`config.mk`:
```
export PLATFORM = sky130hd
export DESIGN_NAME = blk_xfer_seq
export DESIGN_NICKNAME = d
export VERILOG_FILES = /design/src/rtl/blk_xfer_seq.sv
export SDC_FILE = /design/constraint.sdc
export NUM_CORES = 1
export LEC_CHECK = 0
export CAP_MARGIN = 5
export CORE_ASPECT_RATIO = 1.5
export CORE_MARGIN = 2
export CORE_UTILIZATION = 40
export CTS_CLUSTER_SIZE = 8
export DETAILED_ROUTE_END_ITERATION = 10
export SLEW_MARGIN = 25
export SYNTH_ARGS = -nofsm -noshare
export SYNTH_HDL_FRONTEND = slang
export SYNTH_SLANG_ARGS = --single-unit
```
`constraint.sdc`:
```
create_clock -name clk -period 5.8 [get_ports clk]
set_clock_uncertainty 0.15 [all_clocks]
set_input_delay 0.58 -clock clk [delete_from_list [all_inputs] [get_ports clk]]
set_output_delay 0.58 -clock clk [all_outputs]
set_load 0.01 [all_outputs]
```
`src/rtl/blk_xfer_seq.sv`:
```
// Block-transfer sequencer for LDM/STM.
// Takes one block-transfer instruction from decode. Steps through its register
// list in ascending order over a req/ack memory handshake. Computes the start
// address for IA/IB/DA/DB and the base writeback value. At completion it pulses
// writeback, pipeline flush and SPSR restore.
module blk_xfer_seq #(
  parameter int unsigned NREG   = 16,
  parameter int unsigned AW     = 32,
  parameter int unsigned PC_IDX = NREG - 1,
  parameter int unsigned IW     = $clog2(NREG),
  parameter int unsigned CW     = $clog2(NREG + 1)
) (
  input  logic            clk,
  input  logic            rst_n,
  input  logic            en,
  input  logic            i_start,
  input  logic            i_p,
  input  logic            i_u,
  input  logic            i_s,
  input  logic            i_l,
  input  logic            i_w,
  input  logic [NREG-1:0] i_reglist,
  input  logic [AW-1:0]   i_base,
  output logic            o_busy,
  output logic            o_mem_req,
  input  logic            i_mem_ack,
  output logic [AW-1:0]   o_mem_addr,
  output logic            o_mem_we,
  output logic [IW-1:0]   o_reg_idx,
  output logic            o_last,
  output logic            o_user_bank,
  output logic            o_wb_vld,
  output logic [AW-1:0]   o_wb_val,
  output logic            o_flushreq,
  output logic            o_spsr_res
);

  localparam logic [1:0] S_IDLE = 2'd0;
  localparam logic [1:0] S_XFER = 2'd1;
  localparam logic [1:0] S_DONE = 2'd2;

  logic [1:0]      state_q;
  logic [1:0]      state_d;
  logic [NREG-1:0] list_q;
  logic [CW-1:0]   cnt_q;
  logic [AW-1:0]   addr_q;
  logic [AW-1:0]   wb_val_q;
  logic            s_q;
  logic            l_q;
  logic            w_q;
  logic            we_q;
  logic            pc_q;

  logic            take_start;
  logic            beat_done;
  logic [CW-1:0]   start_cnt;
  logic [AW-1:0]   span;
  logic [AW-1:0]   start_addr;
  logic [AW-1:0]   start_wb;
  logic [IW-1:0]   low_idx;

  // Accept a new instruction only in IDLE with a non-empty list; beats advance only on an enabled ack
  always_comb begin
    take_start = en & i_start & (state_q == S_IDLE) & (|i_reglist);
    beat_done  = en & i_mem_ack & (state_q == S_XFER);
  end

  // Transfer count plus the start address and writeback value for the incoming instruction
  always_comb begin
    start_cnt = '0;
    for (int i = 0; i < int'(NREG); i++) begin
      start_cnt = start_cnt + CW'(i_reglist[i]);
    end
    span = AW'(start_cnt) << 2;
    case ({i_p, i_u})
      2'b01:   start_addr = i_base;                      // IA
      2'b11:   start_addr = i_base + AW'(4);             // IB
      2'b00:   start_addr = i_base - span + AW'(4);      // DA
      default: start_addr = i_base - span;               // DB
    endcase
    start_wb = i_u ? (i_base + span) : (i_base - span);
  end

  // Lowest set bit of the remaining list selects the register for the current beat
  always_comb begin
    low_idx = '0;
    for (int i = int'(NREG) - 1; i >= 0; i--) begin
      if (list_q[i]) begin
        low_idx = IW'(i);
      end
    end
  end

  // State register
  always_ff @(posedge clk or negedge rst_n) begin
    if (!rst_n) begin
      state_q <= S_IDLE;
    end else begin
      state_q <= state_d;
    end
  end

  // Next-state logic; DONE lasts exactly one enabled cycle
  always_comb begin
    state_d = state_q;
    case (state_q)
      S_IDLE: begin
        if (take_start) begin
          state_d = S_XFER;
        end
      end
      S_XFER: begin
        if (beat_done && (cnt_q == CW'(1))) begin
          state_d = S_DONE;
        end
      end
      S_DONE: begin
        if (en) begin
          state_d = S_IDLE;
        end
      end
      default: state_d = S_IDLE;
    endcase
  end

  // Latched instruction fields, remaining list, beat counter and running address
  always_ff @(posedge clk or negedge rst_n) begin
    if (!rst_n) begin
      list_q   <= '0;
      cnt_q    <= '0;
      addr_q   <= '0;
      wb_val_q <= '0;
      s_q      <= 1'b0;
      l_q      <= 1'b0;
      w_q      <= 1'b0;
      we_q     <= 1'b0;
      pc_q     <= 1'b0;
    end else if (take_start) begin
      list_q   <= i_reglist;
      cnt_q    <= start_cnt;
      addr_q   <= start_addr;
      wb_val_q <= start_wb;
      s_q      <= i_s;
      l_q      <= i_l;
      w_q      <= i_w;
      we_q     <= ~i_l;
      pc_q     <= i_reglist[PC_IDX];
    end else if (beat_done) begin
      // x & (x-1) drops the lowest set bit, i.e. the register just transferred
      list_q <= list_q & (list_q - NREG'(1));
      cnt_q  <= cnt_q - CW'(1);
      addr_q <= addr_q + AW'(4);
    end
  end

  // Output decode; handshake and completion pulses are masked while the pipeline is frozen
  always_comb begin
    o_busy      = (state_q != S_IDLE);
    o_mem_req   = en & (state_q == S_XFER);
    o_mem_addr  = addr_q;
    o_mem_we    = we_q;
    o_reg_idx   = low_idx;
    o_last      = (state_q == S_XFER) & (cnt_q == CW'(1));
    o_user_bank = (state_q == S_XFER) & s_q & ~(l_q & pc_q);
    o_wb_val    = wb_val_q;
    o_wb_vld    = en & (state_q == S_DONE) & w_q;
    o_flushreq  = en & (state_q == S_DONE) & l_q & pc_q;
    o_spsr_res  = en & (state_q == S_DONE) & l_q & s_q & pc_q;
  end

endmodule
```
==> results.cfg, run 1 <==
[run_status]
status = complete, but fails checks
violations = setup timing

[clocking]
clkTransAtPathRegs_ns = 0.07
cts_root_buf = clkbuf_16
clkSinkCount = 92
max-clock-path-buffers = 2
htree_levels = 3
cts_tree = done
clk_latency_ns = 0.36
cts_buffers = 9

[timing]
hold_viol_final = 0
min_period_over_period_pct = 106.5
fmax_mhz = 161.8
slew_viol_final = 0
tightest_slew_ns = 0.9863
hold_slack_ns = 0.3311
layout_setup_ws_ns = -0.3799
slew_headroom_pct = 33.74
rsz0062_at_grt = true
period_minus_slack_ns = 6.180
final-setup-viol-count = 21
fin_tns_setup_ns = -5.524

[final_layout]
fillCellCount = 1957
syn2layout_area_growth_pct = 40.86
multiInputGateArea_sq_um = 6008
diodes = 0
nets = 1420
fin_cells = 1594
drive_above_1_share_pct = 23.01
regArea_sq_um = 2302
final_area_sq_um = 11820

[drt]
routed_wl_microns = 29060
drtIter0Drc = 527
ant_nets = 0
avgRoutedWirePerCell_microns = 18.23
vias = 8874
drtPass1Iterations = 5
drc = 0
via_per_inst = 5.567

[global_routing]
grt_max_degree = 68
antenna_found_initial = 0
grt_overflow = 0
track_usage_pct = 26.30
grt_pass1_vias = 8672
grt_pass1_wl_microns = 45710

[worst_setup_path]
critical_path_class = input port to register
arrival_ns = 6.32
cp_max_fo = 8
endpoint_kind = register
start_kind = input port
worstPathRequired_ns = 5.94

[pwr]
p_total_mw = 5.102
p_leak_nw = 4.817
power_density_nw_per_um2 = 431.7
ir_drop_v = 0.0003236

[yosys]
synth_area_leaders = dfrtp_1, xnor2_1, nand2_1, o21ai_0, ha_1
synth_common_cells = nand2_1, dfrtp_1, o21ai_0
ys_ff_latch = 92
syn_inst = 1082
syn_nets = 1176
synth_most_common_cell = nand2_1
yosysWarnings = 0
synth_top_cell_area_share_pct = 27.44
synth_top_area_cell = dfrtp_1
synthDistinctLibCells = 85
syn_avg_cell_area_sq_um = 7.755
synth_edf_count = 0
ys_seq_area_share_pct = 27.44
async_reset_ff_share_pct = 100.0
synthesis.area_sq_um = 8391
ys.flop_type = dfrtp_1

[die]
start_util_pct = 40.93
die_h_microns = 181.4
core_sq_um = 20500
die_w_microns = 122.3
rows = 64
ios = 134
die-area_sq_um = 22180

[run]
drv_cap = 0

[placed_design]
hpwlAfterDp_microns = 22040
gp_congestion = 0.9410
portBuffers = 133
placed_cells = 1556
placed_area_sq_um = 10920

[min_path]
hp-class = register to register
-- report_power, final --
group | switching (mW) | internal [mW] | leakage [nW]
sequential | 0.285 | 0.944 | 1.13
combinational | 1.57 | 1.73 | 3.55
clock | 0.277 | 0.302 | 0.135
-- routing by layer --
layer  share of wire [%]  vias up  global-route usage [%]
met5                   0        -                       0
met2                  49      273                   44.40
li1                    -     4356                       -
met3                 4.7       69                   3.046
met4                 4.0        0                   12.23
met1                  42     4176                   33.11
-- layout by cell type, fill, tap and decap left out, types with 9 or more instances in the layout --
cell,synthesis,final
ha_1,24,19
and3_1,17,16
inv_1,61,48
a21o_1,9,9
o211ai_1,19,19
nand3_1,51,47
xnor2_2,0,10
clkdlybuf4s50_1,0,123
buf_4,2,159
a31oi_1,10,9
clkbuf_16,0,9
dfrtp_1,92,92
nand2_1,150,148
o21ai_1,1,14
xnor2_1,68,58
inv_2,0,11
buf_6,1,15
xor2_1,25,25
nor4_1,21,16
o21ai_0,92,75
o22ai_1,18,17
a21oi_1,53,51
nor2_1,69,66
nand2b_1,10,9
nor3_1,35,31
nand4_1,20,20
-- state kept, by name (all words and copies together), names as in the netlist --
name and cells:
cnt_q 5, l_q 1, list_q 16, o_mem_addr 32, o_mem_we 1, o_wb_val 32, pc_q 1, s_q 1
state_q 2, w_q 1
-- path summary, 6_finish.rpt --
path | startpoint | endpoint | slack (ns) | cells past startpoint
worst min register to register | o_wb_val[29] | o_wb_val[29] | 0.33 | 2
min in group asynchronous | rst_n | o_wb_val[7] | 0.51 | 2
worst min-delay path | o_wb_val[29] | o_wb_val[29] | 0.33 | 2
worst max-delay path | i_reglist[5] | o_mem_addr[25] | -0.38 | 23
max in group asynchronous | rst_n | o_mem_addr[0] | 3.78 | 3
worst max register to register | o_mem_addr[4] | o_mem_addr[24] | 2.81 | 7
-- stage by stage --
| step | utilization [%] | setup slack, ns |
|---|---|---|
| floorplan | - | -0.6056 |
| detailed placement | 53.26 | -1.308 |
| CTS | 56.52 | -0.3377 |
| global placement | 53.26 | -1.269 |
| finish | 57.65 | -0.3799 |
| global route | 57.65 | -0.6051 |
-- worst max-delay path, cell delays in order --
cell and delay [ns]:
buf_2 0.10, inv_2 0.04, fa_1 0.47, fa_1 0.55, fa_2 0.46, fa_1 0.50, inv_2 0.05, ha_4 0.16
fa_2 0.55, inv_2 0.06, buf_4 0.13, ha_1 0.32, nand2b_4 0.08, a2111oi_4 0.59, buf_6 0.22, nor4_4 0.07
xnor2_2 0.16, nor4_4 0.26, buf_4 0.17, nand4_4 0.12, buf_6 0.16, or4_4 0.41, nand3_2 0.08
-- final cells by class --
| cell class | instances | area share (%) |
|---|---|---|
| multi-input combinational | 856 | 50.84 |
| clock inverter | 5 | 0.3282 |
| timing repair buffer | 304 | 22.45 |
| sequential | 92 | 19.48 |
| tap | 264 | 2.795 |
| clock buffer | 10 | 2.022 |
| inverter | 63 | 2.086 |
-- kinds of logic after synthesis --
| family | share of synthesized area [%] |
|---|---|
| simple gates | 29.05 |
| compound gates | 20.01 |
| buf+inv | 6.353 |
| xor+xnor | 9.708 |
| flops | 27.44 |
| fa+ha+maj | 6.442 |
| mux | 0.9991 |
-- timing repair --
action	CTS	global route
buffers inserted	21	5
endpoints found under the hold margin	25	0
pin swaps	44	45
gates resized for setup	104	52
endpoints found under the setup margin	54	40
hold buffers	1	0
Power figures use the tool's default switching activity.
==> run 2, diff against run 1 <==
- clock period: 5.8 -> 7.4 ns (I/O delays scaled with it)
==> run 2 against run 1 <==
Effect of this change: the run now ends clean; critical path type unchanged; utilization shrank 6.9 points; critical endpoint is now o_mem_addr[29]; non-clock buffer count fell by 130; final cell count down 8.1%.
==> results.cfg, run 2 (synthesis results as in run 1) <==
[placed_design]
placed_area_sq_um = 10070
portBuffers = 133
hpwlAfterDp_microns = 21430
gp_congestion = 0.9544
place_ws_ns = 0.03176

[global_routing]
grt_max_degree = 71
grt_overflow = 0
grt_pass1_vias = 8170
antenna_found_initial = 0
track_usage_pct = 25.42
grt_pass1_wl_microns = 44260

[clocking]
cts_resized = 0
ctsHoldBuffers = 0
clkTransAtPathRegs_ns = 0.07
clk_latency_ns = 0.36
htree_levels = 3
cts_tree = done
cts_buffers = 9
cts_root_buf = clkbuf_16
cts_setup_buffers = 0
clkSinkCount = 92
max-clock-path-buffers = 2

[worst_setup_path]
reg2reg_slack_ns = 4.35
r2r-end = o_mem_addr[31]
ff2ff_path_depth = 8
reg2reg_from = state_q[1]
worstPathRequired_ns = 7.52
arrival_ns = 7.16
critical_path_class = input port to register
startpoint = i_reglist[5]
cp_max_fo = 10
endpoint_kind = register
crit_end = o_mem_addr[29]
start_kind = input port

[timing]
fin_tns_setup_ns = 0
rsz0062_at_grt = false
fmax_mhz = 142.1
min_period_over_period_pct = 95.13
final-setup-viol-count = 0
hold_viol_final = 0
slew_headroom_pct = 29.73
slew_viol_final = 0
layout_setup_ws_ns = 0.3605
tightest_slew_ns = 1.046
period_minus_slack_ns = 7.039
hold_slack_ns = 0.09946

[drt]
drtPass1Iterations = 6
avgRoutedWirePerCell_microns = 18.86
ant_nets = 0
drc = 0
routed_wl_microns = 27630
drtIter0Drc = 532
vias = 8376
via_per_inst = 5.717

[final_layout]
nets = 1290
diodes = 0
syn2layout_area_growth_pct = 23.99
most-common-layout-cells = nand2_1, clkdlybuf4s50_1, o21ai_0, dfrtp_1, nor2_1
layout_commonest_cell = nand2_1
drive_above_1_share_pct = 7.577
final_area_sq_um = 10400
fillCellCount = 2055

[die]
ios = 134
start_util_pct = 40.93
die_w_microns = 122.3
core_sq_um = 20500
die-area_sq_um = 22180
die_h_microns = 181.4
rows = 64

[pwr]
p_leak_nw = 4.067
power_density_nw_per_um2 = 341.2
ir_drop_v = 0.0001988

[run_status]
status = completed

[run]
drv_cap = 0

[min_path]
hp-class = input port to async pin
-- run 2: cell count changes in the layout (fill, tap and decap cells not counted), sizes merged --
cell and change:
dlygate4sd3 -1, clkdlybuf4s50 +9, buf -138, bufinv +1, inv +2, clkinv -1, clkinvlp -1
-- run 2: where the power goes --
part / total, mW / leakage (nW) / switching [mW] / internal (mW)
Clock: 0.499 / 0.153 / 0.225 / 0.275
Combinational: 2.09 / 2.78 / 1.08 / 1.01
Sequential: 0.957 / 1.13 / 0.217 / 0.740
-- run 2: final cells by class --
class,count,area (sq um),share of cell area (%)
sequential,92,2302,22.13
multi-input combinational,856,5557,53.41
clock inverter,6,70.07,0.6735
inverter,63,236.5,2.273
tap,264,330.3,3.175
timing repair buffer,174,1669,16.04
clock buffer,10,239.0,2.297
-- run 2: stage by stage --
step / instances / utilization [%] / total power, mW
after CTS: 1464 / 50.62 / 3.573
after global routing: 1465 / 50.75 / 3.857
final: 1465 / 50.75 / 3.550
after floorplan: 1082 / - / 2.152
after detailed placement: 1448 / 49.11 / 3.052
after global placement: 1448 / 49.11 / 3.031
-- run 2: worst min path at each step --
stage	start	endpoint	slack, ns	cells after the start
after floorplan	rst_n	cnt_q[0]	0.29	0
after global placement	o_mem_addr[0]	o_mem_addr[0]	0.31	2
after detailed placement	o_wb_val[0]	o_wb_val[0]	0.31	2
after CTS	rst_n	o_wb_val[7]	0.10	1
after global routing	rst_n	o_wb_val[7]	0.11	1
final	rst_n	o_wb_val[7]	0.1	1
-- run 2: critical path, cell delays in order --
cell and delay, ns:
clkdlybuf4s50_1 0.53, inv_1 0.08, fa_1 0.55, fa_1 0.46
fa_1 0.48, fa_1 0.49, inv_1 0.04, ha_1 0.21
fa_1 0.41, xnor2_1 0.20, inv_1 0.07, ha_1 0.31
nor2b_1 0.28, a2111oi_4 0.12, buf_4 0.20, nor4_4 0.42
nor4b_2 0.34, o21ai_1 0.13, or2_2 0.33, or4_1 0.52
a32oi_1 0.23
-- run 2: layer usage --
layer	global-route usage (%)	routed length, microns	share of wire [%]
met1	32.66	11550	42
met2	43.24	13890	50
met3	3.046	1362	4.9
met4	9.471	835	3.0
met5	0	0	0
==> run 3, diff against run 2 <==
- CORE_ASPECT_RATIO: 1.5 -> unset
- CORE_MARGIN: 2 -> unset
==> run 3 against run 2 <==
Effect of this change: design area increased by 0.49%; via count increased by 0.47%; worst setup slack improved by 0.023 ns; combinational power about the same; global-route usage increased by 0.053 points; clock-buffer cell count increased by 1; critical path type unchanged; routed wire length decreased by 1.7%; non-clock buffer count increased by 11; utilization increased by 0.43 points; largest cell class unchanged; sequential power increased by 0.4%; highest routed layer unchanged.
==> results.cfg, run 3 (synthesis results as in run 1) <==
[global_routing]
antenna_found_initial = 0
grt_pass1_vias = 7876
grt_pass1_wl_microns = 43260
track_usage_pct = 25.47
grt_overflow = 0
grt_max_degree = 92

[timing]
min_period_over_period_pct = 94.82
slew_viol_final = 0
fmax_mhz = 142.5
hold_viol_final = 0
fin_tns_setup_ns = 0
final-setup-viol-count = 0
period_minus_slack_ns = 7.017
rsz0062_at_grt = false
tightest_slew_ns = 0.9149
hold_slack_ns = 0.1106
slew_headroom_pct = 38.54

[worst_setup_path]
cpMostUsedCell = fa_1
endpoint_kind = register
slowest_stage = fa_1
worstPathRequired_ns = 7.48
path_buf_inv = 7
start_kind = input port
critical_path_class = input port to register
arrival_ns = 7.09
cp_top_family = adder cells
critPathMaxStageDelay_ns = 0.61
cp_max_fo = 12
cp_cell_sequence = clkdlybuf4s50_1, inv_1, fa_1, fa_1, fa_1, fa_1, inv_1, ha_1, fa_1, inv_1, fa_1, or2b_4, a211oi_4, buf_4, nor2_1, a221oi_1, buf_4, nor3_4, nand4_2, buf_4, nor4b_1, nor3_1

[run]
drv_cap = 0

[run_status]
status = completed

[die]
die_h_microns = 146.8
die_w_microns = 146.8
ios = 134
start_util_pct = 41.07
core_sq_um = 20430
die-area_sq_um = 21560
rows = 52

[clocking]
clk_latency_ns = 0.35
cts_tree = done
cts_resized = 0
clkTransAtPathRegs_ns = 0.07
cts_setup_buffers = 0
max-clock-path-buffers = 2
cts_buffers = 9
ctsHoldBuffers = 0
cts_root_buf = clkbuf_16
htree_levels = 3
clkSinkCount = 92

[final_layout]
layout_commonest_cell = nand2_1
nets = 1301
drive_above_1_share_pct = 8.498
most-common-layout-cells = nand2_1, clkdlybuf4s50_1, o21ai_0, dfrtp_1, nor2_1
syn2layout_area_growth_pct = 24.60
final_area_sq_um = 10460
diodes = 0
fillCellCount = 2046

[drt]
avgRoutedWirePerCell_microns = 18.33
routed_wl_microns = 27160
drtIter0Drc = 626
vias = 8415
ant_nets = 0
drtPass1Iterations = 6
drc = 0
via_per_inst = 5.678

[pwr]
p_comb_share_pct = 59.1
switchingPower_mw = 1.528
ir_drop_v = 0.0001461
netSwitchingFraction_pct = 43.29
power.internal_mw = 2.002
power_density_nw_per_um2 = 337.7
p_clk_share_pct = 13.6
p_leak_nw = 4.097
p_seq_share_pct = 27.2

[placed_design]
hpwlAfterDp_microns = 20560
placed_area_sq_um = 10150
portBuffers = 133
gp_congestion = 0.9063

[min_path]
hp-class = input port to async pin
-- run 3: through the flow --
step                      total power [mW]  setup slack [ns]  instances  utilization (%)
after global routing                 3.815            0.1140       1482            51.18
after global placement               3.029            0.1212       1466            49.71
after floorplan                      2.152            0.6453       1082                -
after CTS                            3.552            0.4605       1482            51.16
final                                3.531            0.3831       1482            51.18
after detailed placement             3.049            0.1293       1466            49.71
-- run 3: path summary, 6_finish.rpt --
check                                  start              to  slack [ns]  depth (start not counted)
min in group clk                         w_q             w_q        0.32                          2
worst min-delay path                   rst_n       list_q[9]        0.11                          1
worst min register to register           w_q             w_q        0.32                          2
worst max register to register    state_q[1]  o_mem_addr[31]        4.38                          8
worst max-delay path            i_reglist[0]  o_mem_addr[30]        0.38                         22
max in group asynchronous              rst_n  o_mem_addr[18]        6.01                          2
-- run 3: power groups by stage --
stage | logic [mW] | registers, mW | clock network [mW]
after global routing | 2.30 | 1.00 | 0.508
after floorplan | 1.15 | 1.01 | 0
final | 2.09 | 0.961 | 0.481
after detailed placement | 2.08 | 0.965 | 0
after CTS | 2.10 | 0.960 | 0.492
after global placement | 2.07 | 0.961 | 0
-- run 3: metal layers --
metal	vias up	wire, microns	global-route usage (%)
met5	-	0	0
met1	3959	13650	38.93
li1	4137	-	-
met3	16	1725	3.199
met4	0	323	6.094
met2	303	11460	37.65
-- run 3: final cells by class --
class / count / area (sq um) / share of cell area (%)
inverter: 63 / 236.5 / 2.262
sequential: 92 / 2302 / 22.02
tap: 270 / 337.8 / 3.231
timing repair buffer: 185 / 1723 / 16.48
clock inverter: 5 / 43.79 / 0.4189
multi-input combinational: 856 / 5559 / 53.17
clock buffer: 11 / 252.7 / 2.417
